$ cat src/rtl/issue_queue_pair.sv
// Dual-issue front end: a FIFO of fetched instruction pairs that issues zero,
// one or two instructions per cycle from the head into ID slots 0/1.
module issue_queue_pair #(
    parameter int QDEPTH    = 4,
    parameter int MEM_PORTS = 1,
    parameter int CHECK_WAW = 1,
    parameter int CNT_W     = 16
) (
    input  logic                      clk,
    input  logic                      rst_n,
    input  logic                      flush,
    input  logic                      fetch_valid,
    output logic                      fetch_ready,
    input  logic [31:0]               fetch_inst0,
    input  logic [31:0]               fetch_inst1,
    input  logic [5:0]                fetch_ctrl0,
    input  logic [5:0]                fetch_ctrl1,
    input  logic                      issue_stall,
    output logic                      issue_valid0,
    output logic                      issue_valid1,
    output logic [31:0]               issue_inst0,
    output logic [31:0]               issue_inst1,
    output logic [5:0]                issue_ctrl0,
    output logic [5:0]                issue_ctrl1,
    output logic [$clog2(QDEPTH):0]   q_count,
    output logic [CNT_W-1:0]          dual_cnt,
    output logic [CNT_W-1:0]          single_cnt
);

    localparam int PW = $clog2(QDEPTH);
    localparam int CW = PW + 1;

    // Control bit positions: {memread,memwrite,branch,jump,regwrite,regdst}
    localparam int C_MEMREAD  = 5;
    localparam int C_MEMWRITE = 4;
    localparam int C_BRANCH   = 3;
    localparam int C_JUMP     = 2;
    localparam int C_REGWRITE = 1;
    localparam int C_REGDST   = 0;

    localparam logic [CW-1:0] READY_MAX = CW'(QDEPTH - 2);

    logic [31:0]   q_inst [QDEPTH];
    logic [5:0]    q_ctrl [QDEPTH];
    logic [PW-1:0] head;
    logic [PW-1:0] tail;
    logic [PW-1:0] head1;
    logic [PW-1:0] tail1;
    logic [CW-1:0] count;

    logic [31:0]   h0_inst;
    logic [31:0]   h1_inst;
    logic [5:0]    h0_ctrl;
    logic [5:0]    h1_ctrl;
    logic [4:0]    dest0;
    logic [4:0]    dest1;
    logic [4:0]    rs1;
    logic [4:0]    rt1;
    logic          pair_block;
    logic [1:0]    n_issue;
    logic          push;
    logic [CW-1:0] count_next;

    assign head1   = head + PW'(1);
    assign tail1   = tail + PW'(1);
    assign h0_inst = q_inst[head];
    assign h1_inst = q_inst[head1];
    assign h0_ctrl = q_ctrl[head];
    assign h1_ctrl = q_ctrl[head1];

    assign dest0 = h0_ctrl[C_REGDST] ? h0_inst[15:11] : h0_inst[20:16];
    assign dest1 = h1_ctrl[C_REGDST] ? h1_inst[15:11] : h1_inst[20:16];
    assign rs1   = h1_inst[25:21];
    assign rt1   = h1_inst[20:16];

    assign fetch_ready = (count <= READY_MAX);
    assign push        = fetch_valid && fetch_ready && !flush;
    assign q_count     = count;

    // Any one of these rules forces the head instruction to issue alone.
    always_comb begin
        pair_block = 1'b0;
        if (h0_ctrl[C_BRANCH] || h0_ctrl[C_JUMP] || h1_ctrl[C_BRANCH] || h1_ctrl[C_JUMP])
            pair_block = 1'b1;
        if (MEM_PORTS == 1 && (h0_ctrl[C_MEMREAD] || h0_ctrl[C_MEMWRITE])
                           && (h1_ctrl[C_MEMREAD] || h1_ctrl[C_MEMWRITE]))
            pair_block = 1'b1;
        if (h0_ctrl[C_REGWRITE] && dest0 != 5'd0 &&
            (dest0 == rs1 ||
             (dest0 == rt1 && (h1_ctrl[C_REGDST] || h1_ctrl[C_MEMWRITE] || h1_ctrl[C_BRANCH]))))
            pair_block = 1'b1;
        if (CHECK_WAW != 0 && h0_ctrl[C_REGWRITE] && h1_ctrl[C_REGWRITE] &&
            dest0 == dest1 && dest0 != 5'd0)
            pair_block = 1'b1;
    end

    always_comb begin
        n_issue = 2'd0;
        if (count == '0)
            n_issue = 2'd0;
        else if (count == CW'(1) || pair_block)
            n_issue = 2'd1;
        else
            n_issue = 2'd2;
    end

    always_comb begin
        count_next = count;
        if (!issue_stall)
            count_next = count_next - CW'(n_issue);
        if (push)
            count_next = count_next + CW'(2);
    end

    always_ff @(posedge clk) begin
        if (push) begin
            q_inst[tail]  <= fetch_inst0;
            q_ctrl[tail]  <= fetch_ctrl0;
            q_inst[tail1] <= fetch_inst1;
            q_ctrl[tail1] <= fetch_ctrl1;
        end
    end

    // Flush beats stall; a stall freezes the issue slots and counters but not pushes.
    always_ff @(posedge clk or negedge rst_n) begin
        if (!rst_n) begin
            head         <= '0;
            tail         <= '0;
            count        <= '0;
            issue_valid0 <= 1'b0;
            issue_valid1 <= 1'b0;
            issue_inst0  <= '0;
            issue_inst1  <= '0;
            issue_ctrl0  <= '0;
            issue_ctrl1  <= '0;
            dual_cnt     <= '0;
            single_cnt   <= '0;
        end else if (flush) begin
            head         <= '0;
            tail         <= '0;
            count        <= '0;
            issue_valid0 <= 1'b0;
            issue_valid1 <= 1'b0;
            issue_inst0  <= '0;
            issue_inst1  <= '0;
            issue_ctrl0  <= '0;
            issue_ctrl1  <= '0;
        end else begin
            count <= count_next;
            if (push)
                tail <= tail + PW'(2);
            if (!issue_stall) begin
                head         <= head + PW'(n_issue);
                issue_valid0 <= (n_issue != 2'd0);
                issue_valid1 <= (n_issue == 2'd2);
                issue_inst0  <= (n_issue != 2'd0) ? h0_inst : 32'h0;
                issue_ctrl0  <= (n_issue != 2'd0) ? h0_ctrl : 6'h0;
                issue_inst1  <= (n_issue == 2'd2) ? h1_inst : 32'h0;
                issue_ctrl1  <= (n_issue == 2'd2) ? h1_ctrl : 6'h0;
                if (n_issue == 2'd2 && dual_cnt != '1)
                    dual_cnt <= dual_cnt + 1'b1;
                if (n_issue == 2'd1 && single_cnt != '1)
                    single_cnt <= single_cnt + 1'b1;
            end
        end
    end

endmodule

$ cat config.mk
export PLATFORM = sky130hd
export DESIGN_NAME = issue_queue_pair
export DESIGN_NICKNAME = d
export VERILOG_FILES = /design/src/rtl/issue_queue_pair.sv
export SDC_FILE = /design/constraint.sdc
export NUM_CORES = 1
export LEC_CHECK = 0
export BUFFER_PORTS_ARGS = -buffer_cell sky130_fd_sc_hd__clkbuf_2
export CORE_MARGIN = 2
export CORE_UTILIZATION = 27
export CTS_BUF_LIST = sky130_fd_sc_hd__clkbuf_2
export CTS_CLUSTER_SIZE = 28
export DETAILED_ROUTE_END_ITERATION = 16
export PLACE_DENSITY = 0.51
export SYNTH_ARGS = -nofsm -noshare
export SYNTH_HDL_FRONTEND = slang
export SYNTH_SLANG_ARGS = --single-unit
$ cat constraint.sdc
create_clock -name clk -period 8.44 [get_ports clk]
set_clock_uncertainty 0.2 [all_clocks]
set_input_delay 1.688 -clock clk [delete_from_list [all_inputs] [get_ports clk]]
set_output_delay 1.688 -clock clk [all_outputs]
set_load 0.05 [all_outputs]
# Word-level counts from Yosys, hierarchy flattened

Memory sizes are Yosys's and may differ from the RTL's.
Cells that the tools add are included.

Flip-flop bits (word level): 117
Latch bits: 0
Bits in writable memories: 152
Memory bits (read-only): 0
Input port bits: 81
Output and inout port bits: 114
Memories: 2

Add/sub/neg operators: 8
$mul: 0
Div/mod/pow operators: 0
Order comparisons: 1
Eq/ne operators: 9
Shift-type cells: 0
Muxes and demuxes: 33
Bitwise logic cells: 2
Reductions and logical operators: 27

Memories:

| memory | depth | bits a word | rd ports | clocked after memory_dff | write ports | RTL line | source |
|---|---|---|---|---|---|---|---|
| q_inst | 4     | 32          | 2        | 0                        | 2           | 43       | `logic [31:0] q_inst [QDEPTH];` |
| q_ctrl | 4     | 6           | 2        | 0                        | 2           | 44       | `logic [5:0] q_ctrl [QDEPTH];` |

Operator list:

| kind                                                 | number |
|---|---|
| 2-to-1 mux 32 bit                                    | 6 |
| 2-to-1 mux 6 bit                                     | 6 |
| adder 16 x 1 -> 16 bit (second input constant)       | 2 |
| inequality test 16 bit (second input constant)       | 2 |
| == test 5 bit                                        | 3 |
| 2-to-1 mux 2 bit                                     | 6 |
| logical AND 1 bit                                    | 11 |
| 2-to-1 mux 1 bit                                     | 10 |
| 2-to-1 mux 5 bit                                     | 2 |
| logical OR 1 bit                                     | 9 |
| 2-to-1 mux 3 bit                                     | 3 |
| AND reduction 3 bit                                  | 2 |
| nonzero test 5 bit                                   | 1 |
| adder 2 x 1 -> 2 bit (second input constant)         | 2 |
| nonzero test 2 bit                                   | 2 |
| adder 3 x 2 -> 3 bit (second input constant)         | 1 |
| == test 3 x 1 -> 1 bit (second input constant)       | 1 |
| <= comparator 3 x 2 -> 1 bit (second input constant) | 1 |
| zero test 3 bit                                      | 1 |
| subtractor 3 x 2 -> 3 bit                            | 1 |
| adder 2 bit                                          | 1 |
| adder 2 bit (second input constant)                  | 1 |
| == test 2 x 1 -> 1 bit (second input constant)       | 1 |
| == test 2 bit (second input constant)                | 1 |
| other kinds (3)                                      | 4 |

# Logic depth before layout (Yosys ltp)

An unclocked memory read counts as a cell.

Word-level depth: 17
Mapped depth: 18

# Least setup slack after synthesis

Ideal clock, no wire load.

Kind: register to register
Start point: register count[1], in the netlist q_count[1]
End point: memory q_ctrl[2][0], enable pin
Library setup time: 0.489 ns
Arrival: 4.767 ns
Slack: 2.984 ns
Stages on the path, launching flop included: 4
Buffers on the path: 0
Cell sequence: dfrtp_1 -> a21oi_1 -> nand2_1 -> nor3b_1

RTL lines:

| element                | RTL line | source |
|---|---|---|
| start, declared        | 49       | `logic [CW-1:0] count;` |
| start signal, assigned | 149      | `count <= count_next;` |
| end, declared          | 44       |  |

# Final worst setup path

Start point: register head[0]
End point: register count[2], in the netlist q_count[2]

Word-level cells in the longest chain between the ends: 17
Elaborated cells between the ends (all ways): 36

Ends and longest elaborated chain:

| element                                                                     | RTL line | source |
|---|---|---|
| start, declared                                                             | 45       | `logic [PW-1:0] head;` |
| start signal, assigned                                                      | 153      | `head <= head + PW'(n_issue);` |
| parallel branches: the longest is 8 deep, another holds memory (4 x 32 bit) | -        |  |
| 2-to-1 mux 1 bit (*)                                                        | 92       | `if (CHECK_WAW != 0 && h0_ctrl[C_REGWRITE] && h1_ctrl[C_REGWRITE] &&` |
| logical OR 1 bit (*)                                                        | 101      | `else if (count == CW'(1) \|\| pair_block)` |
| 2-to-1 mux 2 bit (*)                                                        | 101      |  |
| 2-to-1 mux 2 bit (*)                                                        | 99       | `if (count == '0)` |
| subtractor 3 x 2 -> 3 bit (*)                                               | 110      | `count_next = count_next - CW'(n_issue);` |
| 2-to-1 mux 3 bit (*)                                                        | 109      | `if (!issue_stall)` |
| adder 3 x 2 -> 3 bit                                                        | 112      | `count_next = count_next + CW'(2);` |
| 2-to-1 mux 3 bit (*)                                                        | 111      | `if (push)` |
| 2-to-1 mux 3 bit (*)                                                        | 138      | `end else if (flush) begin` |

Every way passes the cells marked *.
A chain may end at the register's enable or synchronous reset.

==> flow_summary.yaml <==
yosys:
  synth_xor_area_share_pct: 3.347
  synth_top_area_share_pct: 36.34
  ys_ff_latch: 268
  synth_compound_area_share_pct: 6.226
  syn_area_um2: 12560
  yosysWarnings: 0
  netlist_instances: 810
  seq_area_frac_synth_pct: 59.45
  synth_area_leaders: "edfxtp_1, dfrtp_1, mux4_2, mux2_2, a22o_1"
  syn_avg_cell_area_um2: 15.51
  synth_top_family_by_area: "multiplexers"
  synthAdderAreaFrac_pct: 0.5579
  async_flop_share_pct: 43.28
  yosysTopAreaCell: "edfxtp_1"
  synth_cell_types: 45
  synth_fp_nets: 896
  synth_edf_count: 152
  synthSimpleGateAreaFrac_pct: 4.284
  ys.flop_type: "edfxtp_1"
  synth_mux_area_share_pct: 22.00
final_layout:
  mostFrequentLayoutCell: "clkbuf_2"
  layout.cells.non_filler: 1639
  final_design_area_no_fill_um2: 14660
  drive_gt1_share_pct: 48.44
  final_cell_mix: "clkbuf_2, edfxtp_1, dfrtp_1, mux2_2, mux4_2"
  multi_input_area_um2: 4612
  seq_area_um2: 7475
  num-fill-cells: 4691
  finalNetCount: 1056
  syn_to_final_growth_pct: 16.76
global_route:
  grt_max_degree: 64
  grt-busiest-layer: "met2"
  grt_overflow_total: 0
  grt_pass1_vias: 7821
  use_met3_pct: 5.618
  use_met2_pct: 20.81
  grt_pass1_wl_mm: 48.55
  grt_antenna_before_repair: 6
  grtUsageMet1_pct: 17.31
  grtUsageTotal_pct: 13.74
timing:
  hold_viol: 0
  finalSetupViolations: 0
  fin_hold_ws_ns: 0.2937
  min_period_ns: 5.269
  slew_viol_final: 0
  max-slew-margin-rel_pct: 25.80
  period_share_pct: 62.43
  clock.fmax_mhz: 189.8
  tns_ns: 0
  worstMarginPinSlew_ns: 1.112
  rsz0062_at_grt: "false"
floorplanning:
  initial_core_util_pct: 27.15
  core_um2: 46260
  die_area_um2: 48260
  ios: 195
  die_w_um: 219.7
  die_h_um: 219.7
  std_cell_rows: 79
job:
  drv_cap: 0
placement:
  placed_area_um2: 13950
  dpl.cell_count: 1499
  gp_congestion: 0.7444
  dpl.hpwl_mm: 21.39
  port-buffer-count: 194
clock_tree:
  cts-root-buf: "clkbuf_2"
  cts-resized-gates: 0
  clk_path_buf_depth: 3
  clkTransAtPathRegs_ns: 0.12
  cts_tree: "yes"
  clkLatencyLatePin_ns: 0.96
  cts_setup_buffers: 0
  htreeDepth: 3
  hold_buffers: 0
  numCtsBuffers: 76
  cts_sinks: 268
power:
  p_total_mw: 4.041
  peakVddDrop_mv: 0.2125
  powerDensity_nw_per_um2: 275.6
  leakagePower_nw: 5.901
route:
  vias: 7554
  viasPerCell: 4.609
  avgRoutedWirePerCell_um: 19.92
  antenna_left: 0
  drt_iter0_markers: 462
  drc_errors: 0
  firstDrtPassIters: 4
  drt-total-wl_mm: 32.65
critical_path:
  crit_fanout: 46
  crit_type: "reg2reg"
  critPathCaptureType: "flip-flop"
  cp.arrival_ns: 5.90
  cp.required_ns: 9.07
  setup.worst_path.start_class: "flip-flop"
min_path:
  holdCritPathClass: "reg2reg"
outcome:
  status: "complete, no violations"
==> power by group <==
group	switching [mW]	total [mW]	internal, mW	leakage [nW]
combinational	0.794	1.36	0.569	2.39
sequential	0.144	1.70	1.56	2.97
clock	0.573	0.979	0.406	0.542
==> routing by layer <==
layer	vias up	wire length [um]
met5	-	19
met4	4	589
met3	42	3114
met2	234	14950
met1	3798	13980
li1	3476	-
==> stage by stage <==
stage | setup WS, ns | util, %
final | 3.171 | 31.70
after detailed placement | 3.040 | 30.15
after global placement | 3.075 | 30.15
after floorplan | 2.984 | -
after CTS | 3.007 | 31.68
after global routing | 2.519 | 31.68
==> registers in the layout, indices dropped and copies added, names as in the netlist <==
register and count:
tail 1, q_ctrl 24, issue_ctrl0 6, issue_valid1 1, issue_ctrl1 6, q_count 3, issue_inst1 32, issue_valid0 1
single_cnt 16, head 2, issue_inst0 32, dual_cnt 16, q_inst 128
==> cells in the mapped netlist (3+ instances only) <==
master and count:
mux2i_4 3, inv_1 7, nor3_1 12, buf_2 10
nor4_1 6, ha_1 4, nand4_1 4, xnor2_1 30
nand2_1 10, nand3_1 21, mux2i_1 8, nor2_1 19
dfrtp_1 116, and2_1 4, xor2_1 18, nor2b_1 4
buf_4 3, buf_1 6, mux4_2 76, and3_1 10
a21oi_1 5, edfxtp_1 152, mux2_2 76, mux2_1 3
a22o_1 73, clkbuf_1 106
==> kinds of logic after synthesis <==
group | count (synthesis)
multiplexers | 167
XOR/XNOR | 48
flip-flops | 268
adder cells (fa/ha/maj) | 5
AO/OA/AOI/OAI | 91
buffers and inverters | 132
AND/OR/NAND/NOR | 99
==> critical path: stages (launching register included) <==
cell and delay [ns]:
dfrtp_4 0.82, buf_4 0.80, mux4_2 0.62, nor4_1 0.51
o311ai_2 0.37, nor2_2 0.35, nor2_1 0.11, ha_1 0.23
fa_1 0.47, nor3_1 0.20, a21oi_1 0.06, o21ai_0 0.20
xnor2_1 0.14, nor2_1 0.05
==> area by class of cell <==
| cell class | instances | share of cell area (%) |
|---|---|---|
| multi-input combinational | 410 | 31.45 |
| sequential | 268 | 50.97 |
| inverter | 7 | 0.1792 |
| clock buffer | 107 | 3.652 |
| timing repair buffer | 207 | 7.329 |
| tap | 607 | 5.179 |
| clock inverter | 29 | 1.169 |
| antenna | 4 | 0.06826 |
==> path summary, 6_finish.rpt <==
| path | cells after the start | endpoint | slack, ns | startpoint |
|---|---|---|---|---|
| min reg2reg | 1 | issue_valid0$_DFFE_PN0P_ | 0.29 | issue_valid0$_DFFE_PN0P_ |
| min in group asynchronous | 1 | single_cnt[5]$_DFFE_PN0P_ | 0.49 | rst_n |
| max | 13 | q_count[2]$_DFF_PN0_ | 3.17 | head[0]$_DFFE_PN0P_ |
| max reg2reg | 13 | q_count[2]$_DFF_PN0_ | 3.17 | head[0]$_DFFE_PN0P_ |
| max in group asynchronous | 2 | head[1]$_DFFE_PN0P_ | 6.17 | rst_n |
| min | 1 | issue_valid0$_DFFE_PN0P_ | 0.29 | issue_valid0$_DFFE_PN0P_ |
No activity file was read; power rests on OpenSTA's default activity.
